--- config.mk ---
export PLATFORM = sky130hd
export DESIGN_NAME = key_scheduler
export DESIGN_NICKNAME = d
export VERILOG_FILES = /design/src/rtl/key_scheduler.sv
export SDC_FILE = /design/constraint.sdc
export NUM_CORES = 1
export LEC_CHECK = 0
export ABC_AREA = 1
export CORE_ASPECT_RATIO = 0.8
export CORE_MARGIN = 5
export CORE_UTILIZATION = 50
export CTS_CLUSTER_SIZE = 12
export DETAILED_ROUTE_END_ITERATION = 12
export PLACE_DENSITY = 0.7
export SLEW_MARGIN = 20
export SYNTH_ARGS = -nofsm -noshare
export SYNTH_HDL_FRONTEND = slang
export SYNTH_SLANG_ARGS = --single-unit
--- constraint.sdc ---
create_clock -name clk -period 3.45 [get_ports clk]
set_clock_uncertainty 0.05 [all_clocks]
set_input_delay 0.69 -clock clk [delete_from_list [all_inputs] [get_ports clk]]
set_output_delay 0.69 -clock clk [all_outputs]
set_load 0.005 [all_outputs]
--- src/rtl/key_scheduler.sv ---
// key_scheduler: monophonic key controller for the piano datapath.
// Synchronizes and debounces four active-low buttons, picks one note
// (lowest index wins when a note is chosen, no preemption while held) and
// runs an attack/sustain/release amplitude envelope for it.
//
// Ports:
//   clk        system clock, all state on rising edge
//   reset      asynchronous, active-high
//   keys[3:0]  raw buttons, active-low, asynchronous to clk
//   select     note code to switch stage: {4'h0, 4'hF with note bit cleared}, 8'h0F idle
//   gate       high in ATTACK and SUSTAIN
//   amplitude  envelope level 0..255
//   busy       high whenever not IDLE
`timescale 1ns/1ps

// One key lane: 2-flop synchronizer followed by a stable-count debouncer.
module key_debounce #(
  parameter int CYCLES = 4
) (
  input  logic clk,
  input  logic reset,
  input  logic raw,
  output logic level
);
  localparam int CW = (CYCLES > 1) ? $clog2(CYCLES) : 1;

  logic [1:0]    sync;
  logic [CW-1:0] cnt;

  always_ff @(posedge clk or posedge reset) begin
    if (reset) begin
      sync  <= 2'b11;
      level <= 1'b1;
      cnt   <= '0;
    end else begin
      sync <= {sync[0], raw};
      if (sync[1] == level) begin
        cnt <= '0;
      end else if (cnt == CW'(CYCLES - 1)) begin
        // input has disagreed for CYCLES consecutive cycles: accept it
        level <= sync[1];
        cnt   <= '0;
      end else begin
        cnt <= cnt + 1'b1;
      end
    end
  end
endmodule

module key_scheduler #(
  parameter int DEBOUNCE_CYCLES = 50000,
  parameter int ATTACK_DIV      = 1024,
  parameter int RELEASE_DIV     = 4096
) (
  input  logic       clk,
  input  logic       reset,
  input  logic [3:0] keys,
  output logic [7:0] select,
  output logic       gate,
  output logic [7:0] amplitude,
  output logic       busy
);
  localparam int NUM_KEYS = 4;
  localparam int MAX_DIV  = (ATTACK_DIV > RELEASE_DIV) ? ATTACK_DIV : RELEASE_DIV;
  localparam int CW       = $clog2(MAX_DIV) + 1;

  typedef enum logic [1:0] {IDLE, ATTACK, SUSTAIN, RELEASE} state_t;

  logic [NUM_KEYS-1:0] level;
  logic [NUM_KEYS-1:0] pressed;
  logic [1:0]          lowest;

  state_t        state, state_n;
  logic [1:0]    note, note_n;
  logic [7:0]    amp_n;
  logic [CW-1:0] cnt, cnt_n;
  logic [7:0]    select_n;

  for (genvar k = 0; k < NUM_KEYS; k++) begin : g_key
    key_debounce #(.CYCLES(DEBOUNCE_CYCLES)) u_db (
      .clk   (clk),
      .reset (reset),
      .raw   (keys[k]),
      .level (level[k])
    );
  end

  assign pressed = ~level;

  // lowest pressed index; scanning downward leaves the smallest one
  always_comb begin
    lowest = 2'd0;
    for (int k = NUM_KEYS - 1; k >= 0; k--)
      if (pressed[k]) lowest = 2'(k);
  end

  always_comb begin
    state_n = state;
    note_n  = note;
    amp_n   = amplitude;
    cnt_n   = cnt;
    case (state)
      IDLE: begin
        amp_n = 8'd0;
        if (|pressed) begin
          note_n  = lowest;
          state_n = ATTACK;
        end
      end
      ATTACK: begin
        if (cnt == CW'(ATTACK_DIV - 1)) begin
          cnt_n = '0;
          if (amplitude != 8'hFF) amp_n = amplitude + 8'd1;
        end else begin
          cnt_n = cnt + 1'b1;
        end
        // release wins over reaching the top in the same cycle
        if (!pressed[note])      state_n = RELEASE;
        else if (amp_n == 8'hFF) state_n = SUSTAIN;
      end
      SUSTAIN: begin
        amp_n = 8'hFF;
        if (!pressed[note]) state_n = RELEASE;
      end
      RELEASE: begin
        if (cnt == CW'(RELEASE_DIV - 1)) begin
          cnt_n = '0;
          if (amplitude != 8'h00) amp_n = amplitude - 8'd1;
        end else begin
          cnt_n = cnt + 1'b1;
        end
        // a new press retriggers from the current level, even one that just hit 0
        if (|pressed) begin
          note_n  = lowest;
          state_n = ATTACK;
        end else if (amp_n == 8'h00) begin
          state_n = IDLE;
        end
      end
      default: state_n = IDLE;
    endcase
    if (state_n != state) cnt_n = '0;
  end

  assign select_n = (state_n == IDLE) ? 8'h0F : {4'h0, ~(4'b0001 << note_n)};

  always_ff @(posedge clk or posedge reset) begin
    if (reset) begin
      state     <= IDLE;
      note      <= 2'd0;
      cnt       <= '0;
      amplitude <= 8'd0;
      select    <= 8'h0F;
      gate      <= 1'b0;
      busy      <= 1'b0;
    end else begin
      state     <= state_n;
      note      <= note_n;
      cnt       <= cnt_n;
      amplitude <= amp_n;
      select    <= select_n;
      gate      <= (state_n == ATTACK) || (state_n == SUSTAIN);
      busy      <= (state_n != IDLE);
    end
  end
endmodule

==> run metrics <==
status complete, no violations; critical path's slowest cell dfrtp_1; io pins 24; Net Sw Frac 22.7%; Setup crit start kind register; Crit. Startpoint amplitude[0]$_DFF_PP0_; largest net degree at the start of global routing 40; drt pass-1 iters 5; clock tree buffer depth 2; CTS tree built; Residual DRC 0; clock share of power 42.2%; antenna cells 0; critical path class register to register; initial antenna violation count 0; routability cong. 0.921; crit path max fanout 13; crit end category register; Slew @ Worst Pin 0.626 ns; placement row count 35; worst path cell trace inv_2, ha_1, nand2_1, nor2_4, inv_2, nand3_1, nand2_1, nand2_1, nand2_1, nor2_1, nand3_1, nand2_1, nand3_2, nand2_2, nand2_2, nand2_2, nand2_4, nor2_1; end of the critical path cnt[10]$_DFFE_PP0P_; Root Driver clkbuf_16; fillers 1042; Slew headroom 57.9%; unrepaired setup endpoints after global routing false; # setup viols final 0; Seq pwr share 54.6%; Synth Cell Area 5930 um2; vias in the first global route 4678; final net count 793; die height 107 um; WP buf/inv 2; worst r2r dst cnt[10]$_DFFE_PP0P_; Post-CTS Hold Buffers 0; Register Area 2700 um2; WP data arrival 2.91 ns; layout cell share with drive strength beyond 1 9.87%; starting density of the core 51.3%; Max VDD drop 0.300 mV; multi-input combinational cell area 2790 um2; Num CTS Buffers 9; H-tree depth 3; clk_lat worst skew 0.35 ns; max incr delay on CP 0.47 ns; Die ar. 14200 um2; ys flop type dfrtp_1; gr usage total 17.9%; final hold vios 0; dominant cell type by area after synthesis dfrtp_1; Synth Register Bits 107; P_int 0.00182 W; via count 4893; area of the core 11600 um2; grt total ovfl 0; Die W 132 um; maximum clock rate 0.374 GHz; Crit path top cell by count nand2_1; library cells used by synthesis 41; TNS Setup 0 ns; Critical Path RT 3.68 ns; hpwl dp 8830 um; sequential area share after synthesis 45.5%; Routed WL 12000 um; Layout Area Growth over Synthesis 10.5%; post-synth top area share 38.4%; first-pass GRT wire length 21200 um; starting DRC count in detailed routing 333; post-CTS setup buffer count 0; worst hold path type register to register; RR Startpoint amplitude[0]$_DFF_PP0_; drt via density 5.27; Clock Pin Slew Worst Setup and Hold Paths 0.07 ns; R2R depth 18; P_leak 3.02 nW; Post-CTS Resized 0; Syn. warnings 0; number of enable flip-flop cells after synthesis 0; largest cells by area after synthesis dfrtp_1 (38%), nand2_1 (9.7%), dfstp_2 (7.1%), nor2_1 (6.5%), inv_1 (5.8%); combinational fraction of design power 3.2%; Levels on crit path 18; Tcrit/Tclk final 77.5%; Wirelength per Cell 13.0 um; Avg Cell Area, Syn 7.91 um2; Max Cap Viol 0; register-to-register setup slack 0.78 ns; ys async rst share 100%; Post-DRT Antenna Nets 0; port bufs 19; Period minus WS final 2.67 ns; Switch Pwr 0.000534 W; final core utilization 56.7%; # clock sinks 107; Cells after Synth 750; pwr/cell area 359 nW/um2; fin. max-slew vios 0; Top Family by Delay on Critical Path simple AND/OR/NAND/NOR gates
flip-flops by register name, indices dropped and copies added (netlist names):
name / cells
cnt: 13
note: 2
state: 2
g_key.u_db.sync: 8
amplitude: 8
g_key.u_db.cnt: 64
g_key.u_db.level: 4
busy: 1
gate: 1
select: 4
synth_stat cells (11+ instances only):
cell and count:
nor2_1 103, nand4_1 11, nand3_1 55, ha_1 12, nor2_4 12, a21oi_1 39, dfrtp_1 91, dfstp_2 16
nor3_1 28, nand2_1 154, xor2_1 13, o21ai_0 34, inv_1 92, nor3b_1 15
placed cells by master, fill, tap and decap left out, types with 3 or more instances in the layout:
cell / netlist / layout
a21oi_1: 39 / 39
a31oi_1: 4 / 4
and3_1: 4 / 4
clkbuf_16: 0 / 9
clkdlybuf4s50_1: 0 / 19
conb_1: 1 / 4
dfrtp_1: 91 / 91
dfstp_2: 16 / 16
ha_1: 12 / 12
inv_1: 92 / 91
inv_2: 6 / 6
mux2_2: 3 / 3
nand2_1: 154 / 154
nand2_2: 9 / 9
nand3_1: 55 / 55
nand4_1: 11 / 11
nor2_1: 103 / 103
nor2_2: 4 / 4
nor2_4: 12 / 12
nor3_1: 28 / 28
nor3b_1: 15 / 15
nor4_1: 8 / 8
o21ai_0: 34 / 34
xnor2_1: 7 / 7
xor2_1: 13 / 13
power groups by stage:
stage	clock network, W	registers (W)	logic [W]
3_3_place_gp	0	0.00131	0.0000753
5_1_grt	0.00107	0.00129	0.0000904
6_report	0.000992	0.00128	0.0000755
3_5_place_dp	0	0.00131	0.0000781
2_1_floorplan	0	0.00131	0.0000556
4_1_cts	0.00102	0.00128	0.0000784
metrics by stage:
step | worst slack [ns] | power [W] | cell area, um2 | cells | hold WS, ns
floorplan | 1.19 | 0.00136 | 5950 | 753 | 0.295
global placement | 0.917 | 0.00138 | 6270 | 912 | 0.295
detailed placement | 0.798 | 0.00139 | 6270 | 912 | 0.299
CTS | 0.799 | 0.00239 | 6550 | 928 | 0.309
global route | 0.497 | 0.00245 | 6550 | 928 | 0.309
finish | 0.776 | 0.00235 | 6550 | 928 | 0.307
layer usage:
metal / vias up / part of all wire, % / global-route usage, %
met1: 2292 / 48 / 24.5
met3: 18 / 4.6 / 3.74
li1: 2466 / - / -
met5: - / 0 / 0
met4: 0 / 1.7 / 5.65
met2: 117 / 45 / 28.8
final cells by class:
class | count | share of cell area [%]
clock inverters | 4 | 0.515
inverters | 98 | 5.67
clock buffers | 12 | 3.76
multi-input cells | 537 | 42.6
repair buffers | 22 | 3.44
well taps | 148 | 2.83
flip-flops and latches | 107 | 41.2
cell families after synthesis:
logic type | synth area share (%)
compound gates | 7.95
xor+xnor | 2.95
fa+ha+maj | 2.53
buf+inv | 7.59
flops | 45.5
mux | 0.570
other cells | 0.0632
simple gates | 32.8
how the worst min path moves through the flow:
stage,start,to,slack [ns],depth (start not counted)
2_1_floorplan,g_key[0].u_db.sync[0]$_DFF_PP1_,g_key[0].u_db.sync[1]$_DFF_PP1_,0.30,0
3_3_place_gp,g_key[3].u_db.sync[0]$_DFF_PP1_,g_key[3].u_db.sync[1]$_DFF_PP1_,0.30,0
3_5_place_dp,g_key[3].u_db.sync[0]$_DFF_PP1_,g_key[3].u_db.sync[1]$_DFF_PP1_,0.30,0
4_1_cts,g_key[3].u_db.sync[0]$_DFF_PP1_,g_key[3].u_db.sync[1]$_DFF_PP1_,0.31,0
5_1_grt,g_key[2].u_db.sync[0]$_DFF_PP1_,g_key[2].u_db.sync[1]$_DFF_PP1_,0.31,0
6_report,g_key[3].u_db.sync[0]$_DFF_PP1_,g_key[3].u_db.sync[1]$_DFF_PP1_,0.31,0
Power figures use the tool's default switching activity.
